`src/rtl/branch_predictor_pkg.sv`:
```
// Shared constants for the gshare branch predictor: counter encodings,
// the branch opcode class and default table/history/statistics sizes.
package branch_predictor_pkg;

  localparam logic [1:0] CNT_SNT = 2'b00;
  localparam logic [1:0] CNT_WNT = 2'b01;
  localparam logic [1:0] CNT_WT  = 2'b10;
  localparam logic [1:0] CNT_ST  = 2'b11;

  localparam logic [1:0] OP_BRANCH = 2'b11;

  localparam int DEFAULT_INDEX_WIDTH = 6;
  localparam int DEFAULT_GHR_WIDTH   = 6;
  localparam int DEFAULT_STAT_WIDTH  = 32;

endpackage

```
`src/rtl/branch_predictor_sat_counter_2b.sv`:
```
// 2-bit saturating counter next-state function (cur, taken -> next).
// Purely combinational, zero latency, no flow control.
module sat_counter_2b
  import branch_predictor_pkg::*;
(
  input  logic [1:0] cur_i,
  input  logic       taken_i,
  output logic [1:0] next_o
);

  always_comb begin
    next_o = cur_i;
    if (taken_i) begin
      if (cur_i != CNT_ST) next_o = cur_i + 2'd1;
    end else begin
      if (cur_i != CNT_SNT) next_o = cur_i - 2'd1;
    end
  end

endmodule

```
`src/rtl/branch_predictor.sv`:
```
// Gshare predictor: PC^GHR-indexed 2-bit counters, speculative GHR with E-stage repair.
// Prediction is combinational (zero latency); no backpressure, stall_f_i only freezes history.
module branch_predictor
  import branch_predictor_pkg::*;
#(
  parameter int INDEX_WIDTH = DEFAULT_INDEX_WIDTH,
  parameter int GHR_WIDTH   = DEFAULT_GHR_WIDTH,
  parameter int STAT_WIDTH  = DEFAULT_STAT_WIDTH
) (
  input  logic                  clk_i,
  input  logic                  reset_i,
  input  logic                  stall_f_i,
  input  logic [31:0]           pc_f_i,
  input  logic [1:0]            op_f_i,
  input  logic                  branch_e_i,
  input  logic [31:0]           pc_e_i,
  input  logic [GHR_WIDTH-1:0]  ghr_e_i,
  input  logic                  pc_src_pred_e_i,
  input  logic                  pc_src_res_e_i,
  output logic                  pc_src_pred_f_o,
  output logic [GHR_WIDTH-1:0]  ghr_f_o,
  output logic                  mispredict_e_o,
  output logic [STAT_WIDTH-1:0] branch_count_o,
  output logic [STAT_WIDTH-1:0] mispredict_count_o
);

  localparam int ENTRIES = 1 << INDEX_WIDTH;

  logic [1:0]             pht_q [ENTRIES];
  logic [GHR_WIDTH-1:0]   ghr_q, ghr_d;
  logic [STAT_WIDTH-1:0]  branch_cnt_q, branch_cnt_d;
  logic [STAT_WIDTH-1:0]  mispred_cnt_q, mispred_cnt_d;
  logic [INDEX_WIDTH-1:0] idx_f, idx_e;
  logic [1:0]             cnt_e_next;
  logic                   is_branch_f;
  logic                   unused_pc_bits;

  // Shift a new outcome into the youngest history bit; also valid for GHR_WIDTH == 1.
  function automatic logic [GHR_WIDTH-1:0] hist_push(input logic [GHR_WIDTH-1:0] h,
                                                     input logic               b);
    logic [GHR_WIDTH:0] t;
    t = {h, b};
    return t[GHR_WIDTH-1:0];
  endfunction

  assign idx_f = pc_f_i[INDEX_WIDTH+1:2] ^ INDEX_WIDTH'(ghr_q);
  assign idx_e = pc_e_i[INDEX_WIDTH+1:2] ^ INDEX_WIDTH'(ghr_e_i);

  assign unused_pc_bits = ^{pc_f_i[31:INDEX_WIDTH+2], pc_f_i[1:0],
                            pc_e_i[31:INDEX_WIDTH+2], pc_e_i[1:0]};

  assign is_branch_f        = (op_f_i == OP_BRANCH);
  assign pc_src_pred_f_o    = pht_q[idx_f][1] & is_branch_f;
  assign ghr_f_o            = ghr_q;
  assign mispredict_e_o     = branch_e_i & (pc_src_pred_e_i != pc_src_res_e_i);
  assign branch_count_o     = branch_cnt_q;
  assign mispredict_count_o = mispred_cnt_q;

  sat_counter_2b u_sat_counter (
    .cur_i   (pht_q[idx_e]),
    .taken_i (pc_src_res_e_i),
    .next_o  (cnt_e_next)
  );

  // A mispredict flushes the F instruction, so repair wins over the speculative shift.
  always_comb begin
    ghr_d = ghr_q;
    if (mispredict_e_o) begin
      ghr_d = hist_push(ghr_e_i, pc_src_res_e_i);
    end else if (is_branch_f && !stall_f_i) begin
      ghr_d = hist_push(ghr_q, pc_src_pred_f_o);
    end
  end

  always_comb begin
    branch_cnt_d  = branch_cnt_q;
    mispred_cnt_d = mispred_cnt_q;
    if (branch_e_i && (branch_cnt_q != '1)) begin
      branch_cnt_d = branch_cnt_q + STAT_WIDTH'(1);
    end
    if (mispredict_e_o && (mispred_cnt_q != '1)) begin
      mispred_cnt_d = mispred_cnt_q + STAT_WIDTH'(1);
    end
  end

  always_ff @(posedge clk_i) begin
    if (reset_i) begin
      for (int i = 0; i < ENTRIES; i++) begin
        pht_q[i] <= CNT_WNT;
      end
      ghr_q         <= '0;
      branch_cnt_q  <= '0;
      mispred_cnt_q <= '0;
    end else begin
      if (branch_e_i) begin
        pht_q[idx_e] <= cnt_e_next;
      end
      ghr_q         <= ghr_d;
      branch_cnt_q  <= branch_cnt_d;
      mispred_cnt_q <= mispred_cnt_d;
    end
  end

endmodule

```
`config.mk`:
```
export PLATFORM = sky130hd
export DESIGN_NAME = branch_predictor
export DESIGN_NICKNAME = d
export VERILOG_FILES = /design/src/rtl/branch_predictor_pkg.sv /design/src/rtl/branch_predictor_sat_counter_2b.sv /design/src/rtl/branch_predictor.sv
export SDC_FILE = /design/constraint.sdc
export NUM_CORES = 1
export LEC_CHECK = 0
export BUFFER_PORTS_ARGS = -buffer_cell sky130_fd_sc_hd__buf_2
export CORE_ASPECT_RATIO = 0.7
export CORE_MARGIN = 2
export CORE_UTILIZATION = 30
export CTS_BUF_LIST = sky130_fd_sc_hd__clkbuf_16
export CTS_CLUSTER_DIAMETER = 30
export CTS_CLUSTER_SIZE = 16
export DETAILED_ROUTE_END_ITERATION = 12
export GPL_TIMING_DRIVEN = 0
export HOLD_SLACK_MARGIN = 0.08
export PLACE_DENSITY_LB_ADDON = 0.08
export SKIP_CTS_REPAIR_TIMING = 1
export SLEW_MARGIN = 20
export SYNTH_ARGS = -nofsm -noshare
export SYNTH_HDL_FRONTEND = slang
export SYNTH_SLANG_ARGS = --single-unit
export TNS_END_PERCENT = 1
```
`constraint.sdc`:
```
create_clock -name clk_i -period 3.14 [get_ports clk_i]
set_clock_uncertainty 0.1 [all_clocks]
set_input_delay 0.157 -clock clk_i [delete_from_list [all_inputs] [get_ports clk_i]]
set_output_delay 0.157 -clock clk_i [all_outputs]
set_load 0.02 [all_outputs]
```
## Word-level counts from Yosys, hierarchy flattened

Memory sizes are Yosys's and may differ from the RTL's.
Index checks and enable logic that the tools add are counted.
W data, S select, Z words.

| storage, ports and cells | value |
|---|---|
| bits of input ports | 78 |
| memory bits (writable) | 128 |
| register bits after elaboration | 70 |
| word-level logic and storage cells | 37 |
| memories kept | 1 |

| operators by class | value |
|---|---|
| muxes and demuxes | 13 |
| bitwise operators | 4 |
| reductions and logical operators | 7 |
| add/sub/neg operators | 4 |
| equality and inequality tests | 5 |

Memories:

| name | words | bits a word | read ports | clocked after Yosys merged registers in | wr ports | line | RTL |
|---|---|---|---|---|---|---|---|
| pht_q | 64 | 2 | 2 | 0 | 64 | branch_predictor.sv:29 | `logic [1:0] pht_q [ENTRIES];` |

Operator list:

| operator | number |
|---|---|
| $add A32 B1 Y32 const B | 2 |
| $ne A32 B32 Y1 const B | 2 |
| $mux W6 | 3 |
| $xor A6 B6 Y6 | 2 |
| $mux W2 | 4 |
| $mux W1 | 6 |
| $reduce_bool A2 Y1 | 2 |
| $logic_and A1 B1 Y1 | 3 |
| $add A2 B1 Y2 const B | 1 |
| $and A1 B1 Y1 | 2 |
| $eq A2 B2 Y1 const B | 1 |
| $ne A2 B2 Y1 const B | 1 |
| $reduce_or A2 Y1 | 1 |
| $sub A2 B1 Y2 const B | 1 |
| $logic_not A1 Y1 | 1 |
| $ne A1 B1 Y1 | 1 |

## Logic depth before layout (Yosys ltp)

Gate-level depths: netlist of the first run.
An unclocked memory read counts as a cell.

| depth | value |
|---|---|
| word-level depth | 6 |
| depth in mapped cells | 13 |

## Hierarchy

A second synthesis of the first run with hierarchy kept.

| unflattened totals | value |
|---|---|
| cell total of the unflattened synthesis | 1,043 |
| area, all modules | 10,074.7 um^2 |

Modules (own cells, without submodules):

| module | area an instance (um^2) | instances | cells an instance | seq. area each (um^2) |
|---|---|---|---|---|
| branch_predictor | 10,048.4 | 1 | 1,040 | 5,245.0 |
| sat_counter_2b | 26.3 | 1 | 3 | 0.0 |

## Worst setup path before layout of the first run

No wires, ideal clock.

| timing path | value |
|---|---|
| path type | register to output |
| from | reg ghr_q[0] (netlist: ghr_f_o[0]) |
| to | out pc_src_pred_f_o |
| data required time | 2,883 ps |
| data arrival time | 2,764 ps |
| cell stages (with the launch flop) | 8 |
| slack | 119 ps |
| cell sequence | dfxtp_1 xor2_1 buf_2 mux4_2 mux4_2 mux2i_1 mux2i_1 and3_1 |

| between the ends | value |
|---|---|
| longest elaborated chain between the ends | 3 |

Ends and longest elaborated chain:

| element | line | RTL |
|---|---|---|
| from (decl) | branch_predictor.sv:30 | `logic [GHR_WIDTH-1:0] ghr_q, ghr_d;` |
| from (signal assigned) | branch_predictor.sv:98 | `ghr_q <= ghr_d;` |
| $xor A6 B6 Y6 | branch_predictor.sv:46 | `assign idx_f = pc_f_i[INDEX_WIDTH+1:2] ^ INDEX_WIDTH'(ghr_q);` |
| $mem_v2 Z64 W2 | - |  |
| $and A1 B1 Y1 | branch_predictor.sv:53 | `assign pc_src_pred_f_o = pht_q[idx_f][1] & is_branch_f;` |
| to (decl) | branch_predictor.sv:20 | `output logic pc_src_pred_f_o,` |

Every way passes these cells.

==> flow_summary.ini, run 1 <==
[placement]
hpwl_um = 27500
placedCellCount = 1563
pre_cts_ws_ns = -1.41
io_buffers = 96
gp_congestion = 0.892
postPlaceCellArea_sq_mm = 0.0116

[synth]
yosys_warnings = 0
ys_seq_area_share_pct = 50.4
syn_nets = 1070
synth_top_area_cell = edfxtp_1
ys_types = 55
synth_enable_flop_cells = 128
synth_top_cell_area_share_pct = 36.9
synth_area_sq_mm = 0.0104
ys_async_sr_fraction_pct = 0
ys_seq_elements = 198
syn_area_per_cell_sq_um = 10.5
synth-main-ff-cell = edfxtp_1
postSynthCellCount = 990
yosysMostFrequentCell = nor2_1
synthTopCellsByCount = 132 x nor2_1, 128 x edfxtp_1, 100 x nand2_1
synthTopCellsByArea = edfxtp_1 37%, dfxtp_1 13%, mux4_2 7.4%

[grt]
antenna_found_initial = 0
grt_pass1_vias = 7998
busiest_layer = met1
grt_start_max_net_pins = 17
global_route.usage.met2_pct = 28.7
grt_use_met3_pct = 5.39
grtUsageTotal_pct = 21.3
grt-ovfl-total = 0
grt_util_met1_pct = 33.6
grt_pass1_wl_um = 55200

[cells_and_area]
multi_input_area_sq_mm = 0.00503
area_growth_pct = 19.3
drive_gt1_share_pct = 23.1
final_nets = 1197
stdcell_count = 1603
fillCellCount = 3532
seqCellArea_sq_mm = 0.00525
fin_area_sq_mm = 0.0124

[critical_path]
critPathCaptureType = register
critical_path_required_ns = 3.20
path_max_fanout = 10
critical_path_class = in -> reg
worstPathArrival_ns = 3.33
crit_path_start_kind = input port

[timing]
finalCritPeriodShare_pct = 104
grt_setup_unrepaired = true
setup_violations = 119
relSlewSlack_pct = 41.2
slew_violations = 0
worstMarginPinSlew_ns = 0.878
setup_slack_ns = -0.128
timing.hold.ws_ns = 0.0959
fmax_mhz = 306
hold_violations = 0
fin_crit_ns = 3.27

[power]
p_leak_nw = 4.34
peakVddDrop_mv = 0.348
power.density_mw_per_mm2 = 500
total_power_mw = 6.21

[routing]
routed_wl_um = 37500
drc = 0
dr.pass1.iters = 5
via_per_inst = 5.19
wl_per_cell_um = 23.4
drt-initial-drc-count = 880
ant_nets = 0
vias = 8312

[floorplan]
io_pins = 150
core_area_sq_mm = 0.0344
die_y_um = 160
die_x_um = 227
placementRows = 57
start_util_pct = 30.2
die-area_sq_mm = 0.0362

[clocking]
cts_buffer_depth = 2
ctsRootBufferMaster = clkbuf_16
htreeDepth = 4
clk-insertion-delay-late_ns = 0.46
cts_buffers = 17
path_clk_slew_ns = 0.07
cts_tree = built
clock_sinks = 198

[status]
outcome = finished with violations
violations = setup timing

[min_path]
min_path_type = in -> reg

[flow_run]
drv_cap = 0
## critical path: stages
cell and delay (ns):
buf_2 0.13, xnor2_2 0.53, clkbuf_1 0.55, nand2_1 0.48, nor3_4 0.50, buf_4 0.27
clkbuf_2 0.41, nand2_1 0.13, nand2b_1 0.15
## report_power, final
group | switching, mW | internal, mW
Sequential | 0.0424 | 2.82
Combinational | 0.852 | 0.428
Clock | 1.03 | 1.04
Total | 1.92 | 4.29
## registers in the layout (all words and copies together), names as in the netlist
register / flops
pht_q: 128
mispredict_count_o: 32
ghr_f_o: 6
branch_count_o: 32
## layer usage
| metal | part of all wire, % | up-vias |
|---|---|---|
| met5 | 0 | - |
| met2 | 41 | 277 |
| li1 | - | 3854 |
| met3 | 7.2 | 23 |
| met1 | 51 | 4158 |
| met4 | 0.94 | 0 |
## metrics by stage
step | setup TNS, ns | utilization, %
floorplan | 0 | -
global placement | -317.06 | 33.3
detailed placement | -206.22 | 33.6
CTS | -99.98 | 35.1
global route | -14.61 | 36.1
finish | -6.40 | 36.1
## cell usage in the layout (no fill, tap or decap), types with 6 or more instances in the layout
master,n
mux2_2,6
nand3_2,17
edfxtp_1,128
a21oi_1,17
buf_4,7
inv_1,12
mux4_2,34
nand3_1,85
a211oi_1,7
and4_1,6
nor4_1,15
clkbuf_2,8
inv_2,6
o21ai_0,20
buf_6,14
buf_2,104
a221oi_1,7
nand2_1,99
nor2_1,127
xor2_1,30
mux2i_1,19
nand2b_1,55
a31oi_1,6
dlygate4sd3_1,6
and3_1,18
clkbuf_16,18
clkbuf_1,29
nor3_1,9
and2_1,6
or3_1,16
dfxtp_1,68
nor3_2,6
a21o_1,14
nand4_1,12
xnor2_1,26
## worst paths after layout
path	to	depth (start not counted)	start	slack, ns
hold reg to reg	mispredict_count_o[21]$_SDFFE_PP0P_	2	mispredict_count_o[21]$_SDFFE_PP0P_	0.41
hold / removal	ghr_f_o[0]$_SDFFE_PP0P_	5	pc_f_i[5]	0.1
setup / recovery	pht_q[0][0]$_SDFFCE_PN1P_	9	pc_e_i[4]	-0.13
setup reg to reg	pht_q[52][0]$_SDFFCE_PN1P_	9	pht_q[1][0]$_SDFFCE_PN1P_	-0.01
## area by class of cell
| class | count | area share, % |
|---|---|---|
| sequential | 198 | 42.2 |
| multi-input combinational | 715 | 40.5 |
| timing repair buffer | 109 | 4.83 |
| tap | 472 | 4.75 |
| clock buffer | 18 | 3.63 |
| buffer | 66 | 3.18 |
| clock inverter | 14 | 0.544 |
| inverter | 10 | 0.302 |
| antenna | 1 | 0.0201 |
## kinds of logic (layout without fill, tap and decap cells)
| group | after synthesis | after routing | synth area share, % |
|---|---|---|---|
| AND/OR/NAND/NOR | 492 | 492 | 23.7 |
| flip-flops | 198 | 198 | 50.4 |
| AO/OA/AOI/OAI | 90 | 90 | 5.72 |
| buffers and inverters | 77 | 217 | 3.74 |
| XOR/XNOR | 67 | 67 | 5.78 |
| multiplexers | 62 | 62 | 10.3 |
| adder cells (fa/ha/maj) | 4 | 4 | 0.456 |
| other | 0 | 1 | 0 |
Note: power is estimated with default switching activity, not from simulation.
==> run 2, diff against run 1 <==
Settings changed: BUFFER_PORTS_ARGS -buffer_cell sky130_fd_sc_hd__buf_2 to default, DONT_BUFFER_PORTS from default to 1.
==> flow_summary.ini, run 2 (synthesis results as in run 1) <==
[status]
outcome = finished with violations
violations = setup timing

[timing]
setup_slack_ns = -0.271
relSlewSlack_pct = 29.1
finalCritPeriodShare_pct = 109
fmax_mhz = 293
setup_violations = 117
worstMarginPinSlew_ns = 1.06
hold_violations = 0
slew_violations = 0
fin_crit_ns = 3.41
grt_setup_unrepaired = true
fin_tns_setup_ns = -7.70

[cells_and_area]
layout_common_cells = 128 x edfxtp_1, 127 x nor2_1, 100 x nand2_1
area_growth_pct = 14.9
final_common_cell = edfxtp_1
diodes = 0
final_core_util_pct = 34.7
drive_gt1_share_pct = 15.9
final_nets = 1103
regMostFlops = pht_q
largest_register_ffs = 128
stdcell_count = 1508

[routing]
drt-initial-drc-count = 838
via_per_inst = 5.32
routed_wl_um = 37700
vias = 8028
drc = 0
wl_per_cell_um = 25.0
ant_nets = 0
dr.pass1.iters = 6

[power]
intPower_mw = 4.37
comb_power_share_pct = 19.5
p_leak_nw = 3.82
power.density_mw_per_mm2 = 528
p_clk_share_pct = 35.0
p_sw_share_pct = 30.8
power.net_switching_mw = 1.94
seq_power_share_pct = 45.6
peakVddDrop_mv = 0.375

[floorplan]
start_util_pct = 30.2
placementRows = 57
die_y_um = 160
die-area_sq_mm = 0.0362
core_area_sq_mm = 0.0344
die_x_um = 227
io_pins = 150

[grt]
grt-ovfl-total = 0
antenna_found_initial = 0
grt_pass1_wl_um = 55100
grtUsageTotal_pct = 21.4
grt_pass1_vias = 7899
grt_start_max_net_pins = 17

[clocking]
cts_buffers = 17
cts_buffer_depth = 2
clk-insertion-delay-late_ns = 0.46
htreeDepth = 4
path_clk_slew_ns = 0.07
ctsRootBufferMaster = clkbuf_16
cts_tree = built
clock_sinks = 198

[critical_path]
slowest_delay_ns = 0.62
critical_path_class = in -> reg
crit_path_start_kind = input port
critical_path_required_ns = 3.21
cp_cell_sequence = xnor2_1 -> clkbuf_1 -> buf_2 -> nand2_1 -> nor2_2 -> clkbuf_2 -> a21o_1
critPathCaptureType = register
cp_top_family = buffers and inverters
path_max_fanout = 10
cpMaxStageDelayCell = clkbuf_1
crit_buf_inv = 3
worstPathArrival_ns = 3.48
r2r_start = pht_q[1][0]$_SDFFCE_PN1P_
setup.worst_path.start = pc_e_i[2]

[min_path]
hold_start = pc_f_i[6]
min_path_type = in -> reg

[placement]
hpwl_um = 27500
placedCellCount = 1467
io_buffers = 0
gp_congestion = 0.879
pre_cts_ws_ns = -1.40

[flow_run]
drv_cap = 0
[run 2: layout make-up]
class / instances / area (sq um)
Multi-Input combinational cell: 715 / 4980
Tap cell: 472 / 591
Sequential cell: 198 / 5260
Fill cell: 3474 / 22500
Timing Repair Buffer: 15 / 144
Clock inverter: 13 / 88.8
Inverter: 10 / 37.5
Clock buffer: 19 / 475
Buffer: 66 / 394
[run 2: path summary, 6_finish.rpt]
path / to / slack, ns / cells after the start
min: ghr_f_o[0]$_SDFFE_PP0P_ / 0.16 / 5
max reg2reg: pht_q[52][0]$_SDFFCE_PN1P_ / -0.10 / 9
min reg2reg: mispredict_count_o[6]$_SDFFE_PP0P_ / 0.50 / 2
max: pht_q[26][1]$_SDFFCE_PN0P_ / -0.27 / 7
[run 2: metal layers]
metal	GRT usage [%]	part of all wire (%)	up-vias	wire length (um)
met5	0	0	-	0
met2	28.6	41	256	15400
met3	4.99	6.6	44	2490
met4	5.56	1.7	0	650
met1	33.8	51	4056	19200
li1	-	-	3672	-
[run 2: per-stage QoR]
| step | hold WS (ns) | area [sq um] | power (mW) |
|---|---|---|---|
| 2_1_floorplan | 0.240 | 10400 | 3.67 |
| 3_3_place_gp | 0.244 | 11000 | 4.10 |
| 3_5_place_dp | 0.251 | 11100 | 4.10 |
| 4_1_cts | -0.243 | 11700 | 6.30 |
| 5_1_grt | 0.160 | 12000 | 6.54 |
| 6_report | 0.164 | 12000 | 6.32 |
[run 2: power groups by stage]
stage / combinational, mW / sequential (mW) / clock [mW]
floorplan: 0.750 / 2.91 / 0
global placement: 1.17 / 2.94 / 0
detailed placement: 1.17 / 2.94 / 0
CTS: 1.17 / 2.88 / 2.25
global route: 1.30 / 2.89 / 2.35
finish: 1.23 / 2.88 / 2.21
[run 2: worst reg2reg max path, delay by kind of cell (launching register included)]
kind	cells	cell delay [ns]
simple gates	3	0.86
compound gates	2	0.55
mux	1	0.53
flops	1	0.37
buf+inv	2	0.37
fa+ha+maj	1	0.31
